`config.mk`:
```
export PLATFORM = sky130hd
export DESIGN_NAME = mac_layer_seq
export DESIGN_NICKNAME = d
export VERILOG_FILES = /design/src/rtl/mac_layer_seq.sv
export SDC_FILE = /design/constraint.sdc
export NUM_CORES = 2
export LEC_CHECK = 0
export CORE_UTILIZATION = 40
export DETAILED_ROUTE_END_ITERATION = 16
export GPL_ROUTABILITY_DRIVEN = 0
export PLACE_DENSITY = 0.58
export SLEW_MARGIN = 10
export SYNTH_ARGS = -nofsm -noshare
export SYNTH_HDL_FRONTEND = slang
export SYNTH_SLANG_ARGS = --single-unit
export TNS_END_PERCENT = 100
```
`constraint.sdc`:
```
create_clock -name clk_i -period 15.5 [get_ports clk_i]
set_clock_uncertainty 0.05 [all_clocks]
set_input_delay 2.325 -clock clk_i [delete_from_list [all_inputs] [get_ports clk_i]]
set_output_delay 2.325 -clock clk_i [all_outputs]
set_load 0.02 [all_outputs]
```
`src/rtl/mac_layer_seq.sv`:
```
// Time-multiplexed fully-connected ReLU layer with a local weight file, runtime load port and gradient update mode.
// Latency: N_IN*N_OUT cycles per pass. done_o pulses in the first idle cycle after the pass.
// Backpressure: none. start_i and wr_en_i are ignored while busy. start_i wins over wr_en_i in the same idle cycle.
module mac_layer_seq #(
    parameter int N_IN     = 4,
    parameter int N_OUT    = 8,
    parameter int X_W      = 4,
    parameter int W_W      = 8,
    parameter int G_W      = 8,
    parameter int ACC_W    = 16,
    parameter int LR_SHIFT = 4
) (
    input  logic                            clk_i,
    input  logic                            rst_i,
    input  logic                            start_i,
    input  logic                            mode_i,
    input  logic [N_IN*X_W-1:0]             x_i,
    input  logic                            wr_en_i,
    input  logic [$clog2(N_IN*N_OUT)-1:0]   wr_addr_i,
    input  logic [W_W-1:0]                  wr_data_i,
    output logic [$clog2(N_OUT)-1:0]        grad_idx_o,
    input  logic [G_W-1:0]                  grad_i,
    input  logic [$clog2(N_OUT)-1:0]        y_sel_i,
    output logic [ACC_W-1:0]                y_o,
    output logic                            busy_o,
    output logic                            done_o,
    output logic                            sat_o
);

    localparam int NW   = N_IN * N_OUT;
    localparam int AW   = $clog2(NW);
    localparam int JW   = $clog2(N_OUT);
    localparam int IW   = (N_IN > 1) ? $clog2(N_IN) : 1;
    localparam int MAXW = (W_W > G_W) ? W_W : G_W;
    localparam int MW   = MAXW + X_W + 1;   // shared product width
    localparam int SW   = ACC_W + 4;        // accumulator width
    localparam int UW   = MW + 2;           // weight-update difference width

    localparam logic [1:0] S_IDLE = 2'd0;
    localparam logic [1:0] S_FWD  = 2'd1;
    localparam logic [1:0] S_UPD  = 2'd2;

    localparam logic signed [SW-1:0] Y_MAX = SW'((1 << (ACC_W - 1)) - 1);
    localparam logic signed [UW-1:0] W_MAX = UW'((1 << (W_W - 1)) - 1);
    localparam logic signed [UW-1:0] W_MIN = ~W_MAX;

    logic [1:0]                 state;
    logic [IW-1:0]              i_cnt;
    logic [JW-1:0]              j_cnt;
    logic [N_IN*X_W-1:0]        x_lat;
    logic signed [W_W-1:0]      w_mem [NW];
    logic [ACC_W-1:0]           y_mem [N_OUT];
    logic signed [SW-1:0]       acc;

    logic                       accept;
    logic                       stepping;
    logic                       last_i;
    logic                       last_j;
    logic                       addr_ok;
    logic                       y_live;
    logic [AW-1:0]              widx;
    logic [X_W-1:0]             x_cur;
    logic signed [X_W:0]        x_ext;
    logic signed [W_W-1:0]      w_cur;
    logic signed [MW-1:0]       mul_a;
    logic signed [MW-1:0]       prod;
    logic signed [SW-1:0]       fwd_base;
    logic signed [SW-1:0]       fwd_sum;
    logic [ACC_W-1:0]           y_new;
    logic                       y_ovf;
    logic signed [MW-1:0]       delta;
    logic signed [UW-1:0]       w_diff;
    logic signed [W_W-1:0]      w_new;
    logic                       w_ovf;

    assign accept   = (state == S_IDLE) && start_i;
    assign stepping = (state == S_FWD) || (state == S_UPD);
    assign last_i   = (i_cnt == IW'(N_IN - 1));
    assign last_j   = (j_cnt == JW'(N_OUT - 1));
    assign addr_ok  = (32'(wr_addr_i) < NW);
    assign widx     = AW'(32'(j_cnt) * 32'(N_IN) + 32'(i_cnt));
    assign x_cur    = x_lat[32'(i_cnt) * X_W +: X_W];
    assign x_ext    = $signed({1'b0, x_cur});
    assign w_cur    = w_mem[widx];
    assign y_live   = (y_mem[j_cnt] != '0);

    assign busy_o     = stepping;
    assign grad_idx_o = (state == S_UPD) ? j_cnt : '0;
    assign y_o        = (32'(y_sel_i) < N_OUT) ? y_mem[y_sel_i] : '0;

    // Single shared multiplier: weight x input in FWD, gradient x input in UPD.
    always_comb begin
        mul_a = (state == S_UPD) ? MW'($signed(grad_i)) : MW'(w_cur);
        prod  = mul_a * MW'(x_ext);
    end

    // Forward sum with ReLU floor and positive saturation of the stored output.
    always_comb begin
        fwd_base = (i_cnt == '0) ? '0 : acc;
        fwd_sum  = fwd_base + SW'(prod);
        y_new    = fwd_sum[ACC_W-1:0];
        y_ovf    = 1'b0;
        if (fwd_sum[SW-1]) begin
            y_new = '0;
        end else if (fwd_sum > Y_MAX) begin
            y_new = Y_MAX[ACC_W-1:0];
            y_ovf = 1'b1;
        end
    end

    // Gradient step: subtract the scaled product, clamped to the signed weight range.
    always_comb begin
        delta  = prod >>> LR_SHIFT;
        w_diff = UW'(w_cur) - UW'(delta);
        w_new  = w_diff[W_W-1:0];
        w_ovf  = 1'b0;
        if (w_diff > W_MAX) begin
            w_new = W_MAX[W_W-1:0];
            w_ovf = 1'b1;
        end else if (w_diff < W_MIN) begin
            w_new = W_MIN[W_W-1:0];
            w_ovf = 1'b1;
        end
    end

    // Sequencer: accept start in IDLE, walk i fastest then j, pulse done after the final step.
    always_ff @(posedge clk_i or posedge rst_i) begin
        if (rst_i) begin
            state  <= S_IDLE;
            i_cnt  <= '0;
            j_cnt  <= '0;
            x_lat  <= '0;
            done_o <= 1'b0;
        end else begin
            done_o <= 1'b0;
            if (accept) begin
                x_lat <= x_i;
                i_cnt <= '0;
                j_cnt <= '0;
                state <= mode_i ? S_UPD : S_FWD;
            end else if (stepping) begin
                if (last_i) begin
                    i_cnt <= '0;
                    if (last_j) begin
                        j_cnt  <= '0;
                        state  <= S_IDLE;
                        done_o <= 1'b1;
                    end else begin
                        j_cnt <= j_cnt + JW'(1);
                    end
                end else begin
                    i_cnt <= i_cnt + IW'(1);
                end
            end else if (state != S_IDLE) begin
                state <= S_IDLE;
            end
        end
    end

    // Accumulator, output registers and sticky saturation flag.
    always_ff @(posedge clk_i or posedge rst_i) begin
        if (rst_i) begin
            acc   <= '0;
            sat_o <= 1'b0;
            for (int k = 0; k < N_OUT; k++) begin
                y_mem[k] <= '0;
            end
        end else if (accept) begin
            sat_o <= 1'b0;
        end else if (state == S_FWD) begin
            acc <= fwd_sum;
            if (last_i) begin
                y_mem[j_cnt] <= y_new;
                if (y_ovf) begin
                    sat_o <= 1'b1;
                end
            end
        end else if ((state == S_UPD) && y_live && w_ovf) begin
            sat_o <= 1'b1;
        end
    end

    // Weight file: idle-time loads, in-place updates for neurons with a live ReLU output.
    always_ff @(posedge clk_i or posedge rst_i) begin
        if (rst_i) begin
            for (int k = 0; k < NW; k++) begin
                w_mem[k] <= '0;
            end
        end else if ((state == S_IDLE) && !start_i && wr_en_i && addr_ok) begin
            w_mem[wr_addr_i] <= wr_data_i;
        end else if ((state == S_UPD) && y_live) begin
            w_mem[widx] <= w_new;
        end
    end

endmodule

```
-- Yosys cells after proc, flatten, opt, wreduce, memory -nomap -nowiden
Cells that the tools add are included.
- $add $sub $neg: 5
- $mul: 1
- div/mod/pow operators: 0
- magnitude comparators: 10
- eq/ne operators: 8
- shift operators: 1
- muxes and demuxes: 53
- bitwise operators: 5
- reductions and logical operators: 24
- operators with widths (cell ; number):
    $bwmux W256 ; 2
    $mux W256 ; 2
    $bwmux W128 ; 1
    $mux W16 ; 7
    $bmux W16 S3 ; 2
    $demux W8 S5 ; 2
    $demux W16 S3 ; 1
    $mux W8 ; 6
    $bmux W8 S5 ; 1
    $add A20 B13 Y20 ; 1
    $gt A20 B16 Y1 const B ; 1
    $mux W20 ; 1
    $mux W2 ; 9
    $reduce_bool A16 Y1 ; 1
    $shiftx A16 B5 Y4 ; 1
    $mux W3 ; 5
    $mul A13 B5 Y13 ; 1
    $mux W1 ; 13
    $mux W13 ; 1
    $ge A6 B6 Y1 const B ; 2
    $lt A6 B1 Y1 const B ; 2
    $not A5 Y6 ; 2
    $gt A10 B8 Y1 const B ; 1
    $lt A10 B8 Y1 const B ; 1
    other kinds (21) ; 41
- register bits: 429
- latch bits: 0
- bits in writable memories: 0
- bits in read-only memories: 0
- input port bits: 45
- output and inout bits: 22
- memories: 0

-- Longest topological paths before layout
- depth after elaboration: 15
- gate-level depth with buffers: 35

-- Worst setup path before layout
No wires, ideal clock.
- path kind: register to register
- start: register i_cnt[0]
- end: register y_mem[44] (netlist bit)
- setup time: 0.142 ns
- data arrival time: 8.522 ns
- required time: 15.308 ns
- setup slack: 6.786 ns
- stages on the path, launching flop included: 34
- cells stage by stage: dfrtp_1 buf_2 buf_2 clkbuf_1 buf_1 mux4_2 a22oi_1 nand4_1 mux2i_1 nor2_1 ha_1 inv_1 fa_1 fa_1 inv_1 ha_1 o21ai_0 o211a_1 or2_2 xor2_1 inv_1 ha_1 and3_1 a21boi_0 a31oi_1 a21oi_1 o211ai_1 a41oi_2 nor4_1 a311oi_2 xnor2_1 buf_2 clkbuf_1 a211oi_1
- cells in the longest elaborated chain, start to end: 12
- ends and longest elaborated chain (item ; RTL line ; RTL):
    from (decl) ; 48 ; logic [IW-1:0] i_cnt;
    from (signal assigned) ; 152 ; i_cnt <= i_cnt + IW'(1);
    $add A5 B2 Y5 ; 81 ; assign widx = AW'(32'(j_cnt) * 32'(N_IN) + 32'(i_cnt));
    $not A5 Y6 (implied by the code) ; 84 ; assign w_cur = w_mem[widx];
    $bmux W8 S5 ; 84 ;
    $mux W8 (implied by the code) (2 in a row) ; 84 ;
    $mux W13 ; 93 ; mul_a = (state == S_UPD) ? MW'($signed(grad_i)) : MW'(w_cur);
    $mul A13 B5 Y13 ; 94 ; prod = mul_a * MW'(x_ext);
    $add A20 B13 Y20 ; 100 ; fwd_sum = fwd_base + SW'(prod);
    $gt A20 B16 Y1 ; 105 ; end else if (fwd_sum > Y_MAX) begin
    $mux W16 ; 105 ;
    $mux W16 ; 103 ; if (fwd_sum[SW-1]) begin
    $bwmux W128 ; 173 ; y_mem[j_cnt] <= y_new;
    to (signal, indexed assignment) ; 173 ;
    to (decl) ; 52 ; logic [ACC_W-1:0] y_mem [N_OUT];
Parallel ways exist; a longest one is shown, timed or not. The select of a mux whose other input is x is not followed.
A chain may end at the register's enable or synchronous reset.

-- Final worst setup path
- start: register i_cnt[0]
- end: register y_mem[0] (netlist bit)
The elaborated chain is that of the path after synthesis.

==> summary.txt <==
Clock network
  • Buffer count from post-CTS setup fixing: 0
  • Number of cells upsized or downsized after cts: 0
  • Clock transition at the register clock pins on the worst setup and hold paths after CTS: 60 ps
  • Clock latency at the later pin of the worst-skew pair: 590 ps
  • CTS max path bufs: 3
  • CTS tree: done
  • CTS buffer count: 48
  • Hold_buf cts: 0
  • Num Clock Sinks: 429
  • Clock Root Buffer: clkbuf_16
  • Level count of the clock H-tree: 2

Critical path
  • Worst setup EP type: flop
  • Kind of cell adding the most delay to the critical path: compound AO/OA/AOI/OAI gates
  • Arrival @ worst endpoint: 11,750 ps
  • Startpoint kind of the worst setup timing path: flop
  • Critical Path Fanout Max: 86
  • Worst path bufs/invs: 5
  • WP data required: 15,930 ps
  • Crit-path slowest cell: dfrtp_4
  • Crit-path max cell delay: 1040 ps
  • Critical setup path kind: flop to flop

Floorplanning
  • Die span in x: 256.4 µm
  • FP Rows: 92
  • Starting density of the core: 40.75%
  • Core box area: 63,540 µm²
  • Number of I/O pins: 67
  • Die Height: 256.4 µm
  • Die Outline Area: 65,750 µm²

Yosys
  • Share of the yosys chip area belonging to registers: 41.47%
  • Most used standard cells in the synthesized netlist: dfrtp_1 (429), nor2_1 (339), o21a_1 (191)
  • Count of synthesis-stage warnings from yosys: 0
  • Ranking of synthesized cells by area: dfrtp_1 (41%), mux4_2 (7.7%), o221ai_1 (6.4%), o21a_1 (5.5%), nor2_1 (4.9%)
  • Most instantiated flip-flop cell in the synthesis netlist: dfrtp_1
  • EDFF count, synth: 0
  • Number of library cell types mapped by synthesis: 71
  • Post-synthesis async set-or-reset flop share: 100.0%
  • Number of nets in the synthesized netlist: 2,763
  • Yosys top cell by area: dfrtp_1
  • Avg Synthesized Cell Area: 9.788 µm²
  • Post-Syn Instances: 2,645
  • Netlist Area Pre-Place: 25,890 µm²
  • Number of storage elements in the synthesis netlist: 429
  • Cell with the most instances after synthesis: dfrtp_1
  • Portion of synthesized cell area occupied by the leading cell type: 41.47%

Detailed routing
  • Drt total wl: 84,690 µm
  • First-pass DRT Iterations: 5
  • Via density: 6.474
  • Total via count after detailed routing: 22,330
  • Residual antenna-violating net count after detailed routing: 0
  • Post-DR wirelength/cell: 24.55 µm
  • Remaining DRCs: 0
  • Initial DRC Count: 2,168

STA
  • Final setup TNS: 0 ps
  • Count of final max-slew check failures: 0
  • Final hold viol count: 0
  • Setup Viol. Count Final: 0
  • Max-Slew Margin vs Limit: 11.10%
  • Post-route minimum period: 11,320 ps
  • Unrepaired setup endpoints after global routing: false
  • Top achievable clock speed: 88.31 MHz
  • Transition at the pin with the smallest max-transition slack: 1331 ps
  • Period utilization: 73.06%

Final layout
  • Diode count: 0
  • Layout overhead on the synthesized area: 10.51%
  • Nets: 2,690
  • Fraction of final layout cells with drive strength greater than 1: 10.99%

GRT
  • First-pass GRT wire length: 132,600 µm
  • Number of antenna violations at the first check in global routing: 0
  • Global-route usage over all layers: 25.46%
  • Vias in the first global route: 21,870
  • Final global-route overflow total: 0
  • Largest net degree at the start of global routing: 175

Status
  • Outcome: finished clean

Run
  • Maximum capacitance violations: 0

Placed design
  • HPWL Detailed: 54,700 µm
  • Port bufs: 66

Min path
  • Tightest Hold Check Type: flop to flop
[layout by cell type, fill, tap and decap left out, types with 49 or more instances in the layout]
cell	instances
inv_1	64
mux4_2	88
o21a_1	191
o21ai_0	49
a211oi_1	109
nand2_1	176
clkdlybuf4s50_1	65
a21oi_1	137
dfrtp_1	427
nor4_1	134
ha_1	54
clkbuf_16	49
nor2_1	332
o221ai_1	188
[metrics by stage]
| step | hold WS, ps | instances | utilization (%) | worst slack [ps] | instance area [µm²] |
|---|---|---|---|---|---|
| 3_3_place_gp | 406.2 | 3368 | 42.64 | 4524 | 27090 |
| 6_report | 423.9 | 3449 | 45.03 | 4176 | 28610 |
| 2_1_floorplan | 390.1 | 2645 | - | 1178 | 25890 |
| 4_1_cts | 427.1 | 3449 | 44.99 | 4286 | 28590 |
| 5_1_grt | 444.6 | 3449 | 45.03 | 3539 | 28610 |
| 3_5_place_dp | 409.8 | 3368 | 42.64 | 4320 | 27090 |
[sequential cells by signal (all words and copies together) (netlist names)]
| signal | cells |
|---|---|
| acc | 20 |
| done_o | 1 |
| i_cnt | 2 |
| j_cnt | 3 |
| sat_o | 1 |
| state | 2 |
| w_mem | 256 |
| x_lat | 16 |
| y_mem | 128 |
[worst paths after layout]
path,cells past startpoint,endpoint,slack (ps),from
min in group asynchronous,2,y_mem[53],2320,rst_i
hold reg to reg,2,x_lat[11],420,x_lat[11]
max in group asynchronous,3,i_cnt[0],11450,rst_i
hold / removal,2,x_lat[11],420,x_lat[11]
setup reg to reg,29,y_mem[0],4180,i_cnt[0]
setup / recovery,29,y_mem[0],4180,i_cnt[0]
[layer usage]
metal	share of wire [%]	track usage [%]	vias to the layer above
met2	46	40.22	952
met3	7.5	4.043	178
met5	0	0	-
met4	3.4	8.697	0
li1	-	-	9905
met1	43	35.51	11290
[area by class of cell]
cell class	instances	area (µm²)
clock buffer	71	1399
clock inverter	10	96.34
fill	5998	34930
inverter	67	259.0
multi-input combinational	1916	14060
sequential	429	10740
tap	846	1059
timing repair buffer	110	998.5
[tightest hold or removal path: stages (launching register included)]
cell and delay [ps]:
dfrtp_1 340, nand2_1 50, nand2_1 60
[cells by family (layout without fill, tap and decap cells)]
group / Yosys count / in the layout / synth area share (%)
buffers and inverters: 300 / 258 / 4.741
adders and majority gates: 76 / 76 / 4.200
and+or+nand+nor: 817 / 817 / 14.79
AOI/OAI and AO/OA: 838 / 838 / 23.35
muxes: 157 / 157 / 10.50
DFF: 429 / 429 / 41.47
xor gates and xnor gates: 28 / 28 / 0.9472
Power is not shown: default switching activity piles up to over one toggle a cycle in this logic, so the estimate is an artifact.
